### config.mk
export PLATFORM = sky130hd
export DESIGN_NAME = z80_dma_bus_master
export DESIGN_NICKNAME = d
export VERILOG_FILES = /design/src/rtl/z80_dma_bus_master.sv
export SDC_FILE = /design/constraint.sdc
export NUM_CORES = 1
export LEC_CHECK = 0
export BUFFER_PORTS_ARGS = -buffer_cell sky130_fd_sc_hd__clkbuf_2
export CORE_MARGIN = 3
export CORE_UTILIZATION = 49
export CTS_BUF_LIST = sky130_fd_sc_hd__clkbuf_16
export DETAILED_ROUTE_END_ITERATION = 8
export PLACE_DENSITY = 0.84
export SLEW_MARGIN = 25
export SYNTH_ARGS = -nofsm -noshare
export SYNTH_HDL_FRONTEND = slang
export SYNTH_SLANG_ARGS = --single-unit
### constraint.sdc
create_clock -name clk -period 2.21 [get_ports clk]
set_input_delay 0.1105 -clock clk [delete_from_list [all_inputs] [get_ports clk]]
set_output_delay 0.1105 -clock clk [all_outputs]
set_load 0.02 [all_outputs]
### src/rtl/z80_dma_bus_master.sv
// ============================================================================
// z80_dma_bus_master : burst DMA master that borrows the Z80 memory bus via
//                      BUSRQ/BUSAK and runs byte read/write cycles on it.
// Revision 1.0 - initial release
// ============================================================================
`default_nettype none

module z80_dma_bus_master #(
  parameter int STROBE_CYCLES = 2,
  parameter int ACK_TIMEOUT   = 255
) (
  input  logic        clk,
  input  logic        rst_n,
  input  logic        dma_start,
  input  logic        dma_write,
  input  logic [15:0] dma_addr,
  input  logic [7:0]  dma_len,
  output logic        dma_busy,
  output logic        dma_done,
  output logic        dma_err,
  input  logic        src_valid,
  input  logic [7:0]  src_data,
  output logic        src_ready,
  output logic        snk_valid,
  output logic [7:0]  snk_data,
  output logic        busrq_n,
  input  logic        busak_n,
  output logic        bus_own,
  output logic [15:0] bus_a,
  output logic [7:0]  bus_dout,
  output logic        bus_doe,
  input  logic [7:0]  bus_din,
  output logic        bus_mreq_n,
  output logic        bus_rd_n,
  output logic        bus_wr_n
);

  localparam int             c_scw      = (STROBE_CYCLES > 1) ? $clog2(STROBE_CYCLES) : 1;
  localparam logic [c_scw-1:0] c_sc_last = c_scw'(STROBE_CYCLES - 1);
  localparam logic [7:0]     c_tmo_last = 8'(ACK_TIMEOUT - 1);

  typedef enum logic [2:0] {
    ST_IDLE    = 3'd0,
    ST_REQ     = 3'd1,
    ST_SETUP   = 3'd2,
    ST_STROBE  = 3'd3,
    ST_HOLD    = 3'd4,
    ST_RELEASE = 3'd5
  } state_t;

  state_t           state_q, state_d;
  logic [15:0]      addr_q, addr_d;
  logic [7:0]       rem_q, rem_d;
  logic             write_q, write_d;
  logic [7:0]       timer_q, timer_d;
  logic [c_scw-1:0] scnt_q, scnt_d;

  logic             busy_q, busy_d;
  logic             done_q, done_d;
  logic             err_q, err_d;
  logic             src_ready_q, src_ready_d;
  logic             snk_valid_q, snk_valid_d;
  logic [7:0]       snk_data_q, snk_data_d;
  logic             busrq_n_q, busrq_n_d;
  logic             bus_own_q, bus_own_d;
  logic [15:0]      bus_a_q, bus_a_d;
  logic [7:0]       bus_dout_q, bus_dout_d;
  logic             bus_doe_q, bus_doe_d;
  logic             mreq_n_q, mreq_n_d;
  logic             rd_n_q, rd_n_d;
  logic             wr_n_q, wr_n_d;

  always_comb begin
    state_d     = state_q;
    addr_d      = addr_q;
    rem_d       = rem_q;
    write_d     = write_q;
    timer_d     = timer_q;
    scnt_d      = scnt_q;
    done_d      = 1'b0;
    err_d       = 1'b0;
    snk_valid_d = 1'b0;
    snk_data_d  = snk_data_q;
    bus_dout_d  = bus_dout_q;
    bus_a_d     = bus_a_q;

    case (state_q)
      ST_IDLE: begin
        if (dma_start) begin
          addr_d  = dma_addr;
          rem_d   = dma_len;
          write_d = dma_write;
          timer_d = 8'd0;
          state_d = ST_REQ;
        end
      end
      ST_REQ: begin
        if (!busak_n) begin
          state_d = ST_SETUP;
        end else if (timer_q == c_tmo_last) begin
          err_d   = 1'b1;
          state_d = ST_IDLE;
        end else begin
          timer_d = timer_q + 8'd1;
        end
      end
      ST_SETUP: begin
        if (!write_q) begin
          scnt_d  = '0;
          state_d = ST_STROBE;
        end else if (src_valid && src_ready_q) begin
          bus_dout_d = src_data;
          scnt_d     = '0;
          state_d    = ST_STROBE;
        end
      end
      ST_STROBE: begin
        if (scnt_q == c_sc_last) begin
          state_d = ST_HOLD;
          if (!write_q) begin
            snk_data_d  = bus_din;
            snk_valid_d = 1'b1;
          end
        end else begin
          scnt_d = scnt_q + 1'b1;
        end
      end
      ST_HOLD: begin
        addr_d  = addr_q + 16'd1;
        rem_d   = rem_q - 8'd1;
        // len=0 starts at 0 and wraps to 255, giving a 256-byte burst
        state_d = (rem_q != 8'd1) ? ST_SETUP : ST_RELEASE;
      end
      ST_RELEASE: begin
        if (busak_n) begin
          done_d  = 1'b1;
          state_d = ST_IDLE;
        end
      end
      default: state_d = ST_IDLE;
    endcase

    // Bus-facing outputs are decoded from the next state so they leave flops.
    busy_d      = (state_d != ST_IDLE);
    bus_own_d   = (state_d == ST_SETUP) || (state_d == ST_STROBE) || (state_d == ST_HOLD);
    busrq_n_d   = !(bus_own_d || (state_d == ST_REQ));
    bus_doe_d   = bus_own_d && write_d;
    mreq_n_d    = (state_d != ST_STROBE);
    rd_n_d      = !((state_d == ST_STROBE) && !write_d);
    wr_n_d      = !((state_d == ST_STROBE) && write_d);
    src_ready_d = (state_d == ST_SETUP) && write_d;
    if (state_d == ST_SETUP) begin
      bus_a_d = addr_d;
    end
  end

  always_ff @(posedge clk or negedge rst_n) begin
    if (!rst_n) begin
      state_q     <= ST_IDLE;
      addr_q      <= 16'd0;
      rem_q       <= 8'd0;
      write_q     <= 1'b0;
      timer_q     <= 8'd0;
      scnt_q      <= '0;
      busy_q      <= 1'b0;
      done_q      <= 1'b0;
      err_q       <= 1'b0;
      src_ready_q <= 1'b0;
      snk_valid_q <= 1'b0;
      snk_data_q  <= 8'd0;
      busrq_n_q   <= 1'b1;
      bus_own_q   <= 1'b0;
      bus_a_q     <= 16'd0;
      bus_dout_q  <= 8'd0;
      bus_doe_q   <= 1'b0;
      mreq_n_q    <= 1'b1;
      rd_n_q      <= 1'b1;
      wr_n_q      <= 1'b1;
    end else begin
      state_q     <= state_d;
      addr_q      <= addr_d;
      rem_q       <= rem_d;
      write_q     <= write_d;
      timer_q     <= timer_d;
      scnt_q      <= scnt_d;
      busy_q      <= busy_d;
      done_q      <= done_d;
      err_q       <= err_d;
      src_ready_q <= src_ready_d;
      snk_valid_q <= snk_valid_d;
      snk_data_q  <= snk_data_d;
      busrq_n_q   <= busrq_n_d;
      bus_own_q   <= bus_own_d;
      bus_a_q     <= bus_a_d;
      bus_dout_q  <= bus_dout_d;
      bus_doe_q   <= bus_doe_d;
      mreq_n_q    <= mreq_n_d;
      rd_n_q      <= rd_n_d;
      wr_n_q      <= wr_n_d;
    end
  end

  assign dma_busy   = busy_q;
  assign dma_done   = done_q;
  assign dma_err    = err_q;
  assign src_ready  = src_ready_q;
  assign snk_valid  = snk_valid_q;
  assign snk_data   = snk_data_q;
  assign busrq_n    = busrq_n_q;
  assign bus_own    = bus_own_q;
  assign bus_a      = bus_a_q;
  assign bus_dout   = bus_dout_q;
  assign bus_doe    = bus_doe_q;
  assign bus_mreq_n = mreq_n_q;
  assign bus_rd_n   = rd_n_q;
  assign bus_wr_n   = wr_n_q;

endmodule

`default_nettype wire

=== Word-level counts from Yosys, hierarchy flattened ===
Cells that the tools add are included.

* Bitwise operators: 1
* Multiplexer cells: 31
* Equal/unequal tests: 16
* Add/subtract/negate cells: 4
* Reductions and logical operators: 22

{| class="wikitable"
|+ Operators by type and width
! operator !! count
|-
| two-way mux 8 bit || 4
|-
| one-hot mux 16 bit (2 select lines) || 1
|-
| one-hot mux 8 bit (2 select lines) || 2
|-
| two-way mux 3 bit || 8
|-
| one-hot mux 3 bit (6 select lines) || 1
|-
| adder 16 x 1 -> 16 bit, second input constant || 1
|-
| two-way mux 16 bit || 1
|-
| two-way mux 1 bit || 13
|-
| equality test 3 x 2 -> 1 bit, second input constant || 4
|-
| equality test 3 bit, second input constant || 3
|-
| adder 8 x 1 -> 8 bit, second input constant || 1
|-
| equality test 8 bit, second input constant || 1
|-
| != test 8 x 1 -> 1 bit, second input constant || 1
|-
| subtractor 8 x 1 -> 8 bit, second input constant || 1
|-
| equality test 3 x 1 -> 1 bit, second input constant || 2
|-
| != test 2 bit, second input constant || 3
|-
| AND reduction 3 bit || 2
|-
| nonzero test 2 bit || 3
|-
| logical AND 1 bit || 5
|-
| zero test 1 bit || 4
|-
| AND reduction 2 bit || 2
|-
| AND reduction 4 bit || 1
|-
| zero test 3 bit || 1
|-
| logical OR 1 bit || 3
|-
| other kinds (6) || 6
|}

* Register bits after elaboration: 80
* Logic and storage cells: 94
* Output and inout port bits: 43
* Input bits: 46

=== Longest topological paths before layout ===
* Word-level depth: 9
* Mapped depth: 9
* Gate-level depth less buffers: 7

=== Least setup slack after synthesis ===
OpenSTA, ideal clock, no wires.

* Path kind: reg-to-reg
* Start point: reg timer_q[0]
* End point: reg bus_a_q[10], in the netlist bus_a[10]
* Buffers on the path: 2
* Stages on the path, launching flop included: 10
* Arrival: 1.979 ns
* Setup time: 0.125 ns
* Path slack: 0.106 ns
* Period minus slack after synthesis: 2.104 ns
* Required time: 2.085 ns
* Cell sequence: dfrtp_1 > inv_1 > ha_1 > nand3_1 > o21ba_2 > nor3_1 > and3_1 > buf_4 > buf_6 > mux2_2

* Longest elaborated chain between the ends: 5

{| class="wikitable"
|+ Ends and longest elaborated chain
! element !! line !! RTL
|-
| from (decl) || 55 || <nowiki>logic [7:0] timer_q, timer_d;</nowiki>
|-
| from (signal assigned) || 184 || <nowiki>timer_q <= timer_d;</nowiki>
|-
| equality test 8 bit || 100 || <nowiki>end else if (timer_q == c_tmo_last) begin</nowiki>
|-
| two-way mux 3 bit || 100 ||
|-
| two-way mux 3 bit || 98 || <nowiki>if (!busak_n) begin</nowiki>
|-
| one-hot mux 3 bit (6 select lines) || 87 || <nowiki>case (state_q)</nowiki>
|-
| equality test 3 x 2 -> 1 bit || 152 || <nowiki>if (state_d == ST_SETUP) begin</nowiki>
|-
| to (signal assigned) || 194 || <nowiki>bus_a_q <= bus_a_d;</nowiki>
|-
| to (decl) || 66 || <nowiki>logic [15:0] bus_a_q, bus_a_d;</nowiki>
|}

No other way between the ends.
A chain may end at the register's enable or synchronous reset.

=== Worst setup path in the final report ===
* Start point: reg state_q[0]
* End point: reg bus_a_q[13], in the netlist bus_a[13]

* Elaborated cells between the ends (all ways): 16
* Those cells by class: 6 x eq/ne; 9 x mux; 1 x reduce/logical

{| class="wikitable"
|+ RTL lines
! element !! line !! RTL
|-
| from (decl) || 51 || <nowiki>state_t state_q, state_d;</nowiki>
|-
| from (signal assigned) || 180 || <nowiki>state_q <= state_d;</nowiki>
|-
| equality test 3 bit (tied with other cells) || 87 ||
|-
| one-hot mux 3 bit (6 select lines) (*) || 87 ||
|-
| via state_d[1] || 51 ||
|-
| equality test 3 x 2 -> 1 bit (*) || 152 ||
|}

The timed path passes the listed nets; every way through them passes the cells marked *.

==> flow_metrics.tcl <==
set metrics [dict create \
    root_buffer "clkbuf_16" \
    grt_usage_pct 21.9 \
    hold_viol_final 0 \
    grt_pass1_vias 3290 \
    register_area_um2 2010 \
    coreArea_um2 7410 \
    synthArstFlopShare_pct 100 \
    highest_layer "met4" \
    wire_per_inst_um 16.3 \
    cp-start-kind "flop" \
    critical_path.cell_chain "or3b_4 -> o22ai_1 -> and3_1 -> buf_4 -> mux2_2" \
    layout-drive-gt1-share_pct 37.1 \
    gp_congestion 0.918 \
    num_rows 31 \
    rsz0062_at_grt "false" \
    whs_path_depth 2 \
    antenna_found_initial 0 \
    die_y_um 94.5 \
    htreeDepth 3 \
    worst_path_max_delay_cell "or3b_4" \
    final_antenna_net_count 0 \
    fin_crit_sh_pct 97.6 \
    arrival_ns 2.37 \
    finalSetupTns_ns 0 \
    min_to "snk_data[2]" \
    drc 0 \
    path_clk_slew_ns 0.07 \
    r2r_slack_ns 0.05 \
    leakagePower_nw 2.25 \
    synth_top_area_share_pct 49.6 \
    crit_family "simple AND/OR/NAND/NOR gates" \
    multiInputGateArea_um2 1710 \
    n_fill_cell 538 \
    tightest_slew_ns 0.499 \
    final-max-slew-violation-count 0 \
    wl_met3_um 705 \
    synth_area_leaders "dfrtp_1, mux2_2, nand2_1" \
    worst_slew_margin_rel_pct 66.4 \
    powerDensity_nw_per_um2 1510 \
    grt_overflow 0 \
    dieWidth_um 94.5 \
    drt-pass1-iter-count 5 \
    grt_pass1_wl_mm 15.3 \
    hp-start "bus_din[2]" \
    numClockSinks 80 \
    fmax_ghz 0.464 \
    yosysWarnings 0 \
    netlist_instances 359 \
    rr_startpoint "state_q[0]" \
    ys_seq_area_share_pct 52.3 \
    worst-setup-path-type "reg -> reg" \
    cp_num_buf_inv 1 \
    avgViaCountPerCell 5.77 \
    grt_max_degree 47 \
    start_util_pct 51.7 \
    worstSkewPairLatency_ns 0.34 \
    synth_area_um2 3830 \
    setup_violations 0 \
    yosys_register_bits 80 \
    yosys.area.top_type "dfrtp_1" \
    port_buffers 88 \
    antenna_cells 0 \
    ys_types 55 \
    clock_skew_ns 0.00657 \
    drt-initial-drc-count 205 \
    die_area_um2 8920 \
    met2_length_mm 4.42 \
    drt_wl_total_mm 9.19 \
    cts_buffers 9 \
    syn-num-nets 410 \
    num_io_pins 89 \
    ir_drop_mv 0.897 \
    r2r_cells 5 \
    wl_met1_mm 3.89 \
    holdWs_ns 0.00603 \
    status "complete, no violations" \
    drv_cap 0 \
    cts_tree "yes" \
    slowest_delay_ns 0.46 \
    reg2reg_to "bus_a[13]" \
    crit_path_max_fanout 10 \
    layout_min_cycle_time_ns 2.16 \
    synth_edf_count 0 \
    nets 512 \
    worstPathRequired_ns 2.43 \
    area_growth_pct 25.6 \
    worstSetupEndpointType "flop" \
    cts_max_path_buffers 2 \
    synth-main-ff-cell "dfrtp_1" \
    via_count 3259 \
    dp_hpwl_mm 6.47 \
    hp-class "in -> reg" \
    path_depth 5 \
    avgSynthCellArea_um2 10.7 \
]
-- worst max path at each step --
stage | startpoint | endpoint | slack [ns]
finish | state_q[0] | bus_a[13] | 0.05
global route | state_q[0] | bus_a[13] | 0.0009
CTS | timer_q[0] | bus_a[13] | 0.05
detailed placement | state_q[0] | bus_a[14] | 0.08
global placement | state_q[0] | bus_a[7] | 0.15
floorplan | timer_q[0] | bus_a[10] | 0.11
-- cells by family (layout without fill, tap and decap cells) --
group	Yosys count	count (layout)	share of synthesized area (%)
buffers and inverters	27	134	3.43
adders and majority gates	5	5	1.63
muxes	35	35	10.4
and+or+nand+nor	140	140	19.1
AOI/OAI and AO/OA	68	68	12.2
DFF	80	80	52.3
xor gates and xnor gates	4	4	0.914
-- area by class of cell --
type	instances	area share, %
clock inverter	7	1.79
inverter	8	0.624
tap	99	2.57
sequential	80	41.7
timing repair buffer	110	13.1
multi-input combinational	252	35.5
clock buffer	9	4.68
-- power breakdown --
part | leakage [nW] | switching [mW] | internal, mW
Combinational | 1.10 | 1.71 | 1.36
Sequential | 1.00 | 0.559 | 2.10
Clock | 0.150 | 0.641 | 0.901
Total | 2.25 | 2.91 | 4.36
-- metal layers --
metal / up-vias / global-route usage [%]
li1: 1523 / -
met1: 1567 / 28.3
met2: 148 / 35.2
met3: 21 / 5.90
met4: 0 / 8.29
met5: - / 0
-- synth_stat cells (4+ instances only) --
| library cell | instances |
|---|---|
| dfrtp_1 | 76 |
| nand2_1 | 33 |
| mux2_2 | 30 |
| nor2_1 | 28 |
| nand3_1 | 21 |
| a21oi_1 | 17 |
| o21ai_0 | 14 |
| clkbuf_1 | 12 |
| nor3_1 | 11 |
| nand4_1 | 10 |
| o22ai_1 | 9 |
| o211ai_1 | 8 |
| inv_1 | 7 |
| and3_1 | 6 |
| ha_1 | 5 |
| a221oi_1 | 4 |
| dfstp_2 | 4 |
-- state kept, by name, indices dropped and copies added (netlist names), 3 cells and up --
register,count
bus_a,16
addr_q,16
state_q,3
rem_q,8
snk_data,8
timer_q,8
bus_dout,8
-- through the flow --
step                      power, mW  area, um^2  worst slack, ns  util (%)  instances
after floorplan                4.72        3830            0.106         -        359
after global placement         5.54        4440            0.148      59.9        544
after detailed placement       5.67        4440           0.0813      59.9        544
after CTS                      7.25        4800           0.0461      64.8        565
after global routing           7.75        4810         0.000935      65.0        565
final                          7.26        4810           0.0536      65.0        565
-- layout by cell type, fill, tap and decap left out, types with 3 or more instances in the layout --
cell / count
clkbuf_2: 87
dfrtp_1: 76
nand2_1: 33
mux2_2: 30
nor2_1: 28
nand3_1: 21
a21oi_1: 17
buf_4: 17
o21ai_0: 14
nand4_1: 10
nor3_1: 10
o22ai_1: 9
clkbuf_16: 9
o211ai_1: 8
inv_1: 7
and3_1: 6
ha_1: 5
dlygate4sd3_1: 5
a221oi_1: 4
dfstp_2: 4
nor4_1: 3
nor2b_1: 3
nand2b_1: 3
o211ai_2: 3
nor3b_1: 3
mux2i_1: 3
-- what timing repair did --
| action | CTS | global route |
|---|---|---|
| hold buffers | 5 | 0 |
| buffers inserted | 0 | 0 |
| gates resized for setup | 0 | 3 |
| endpoints found under the hold margin | 38 | 0 |
| endpoints found under the setup margin | 0 | 15 |
Note: power is estimated with default switching activity, not from simulation.
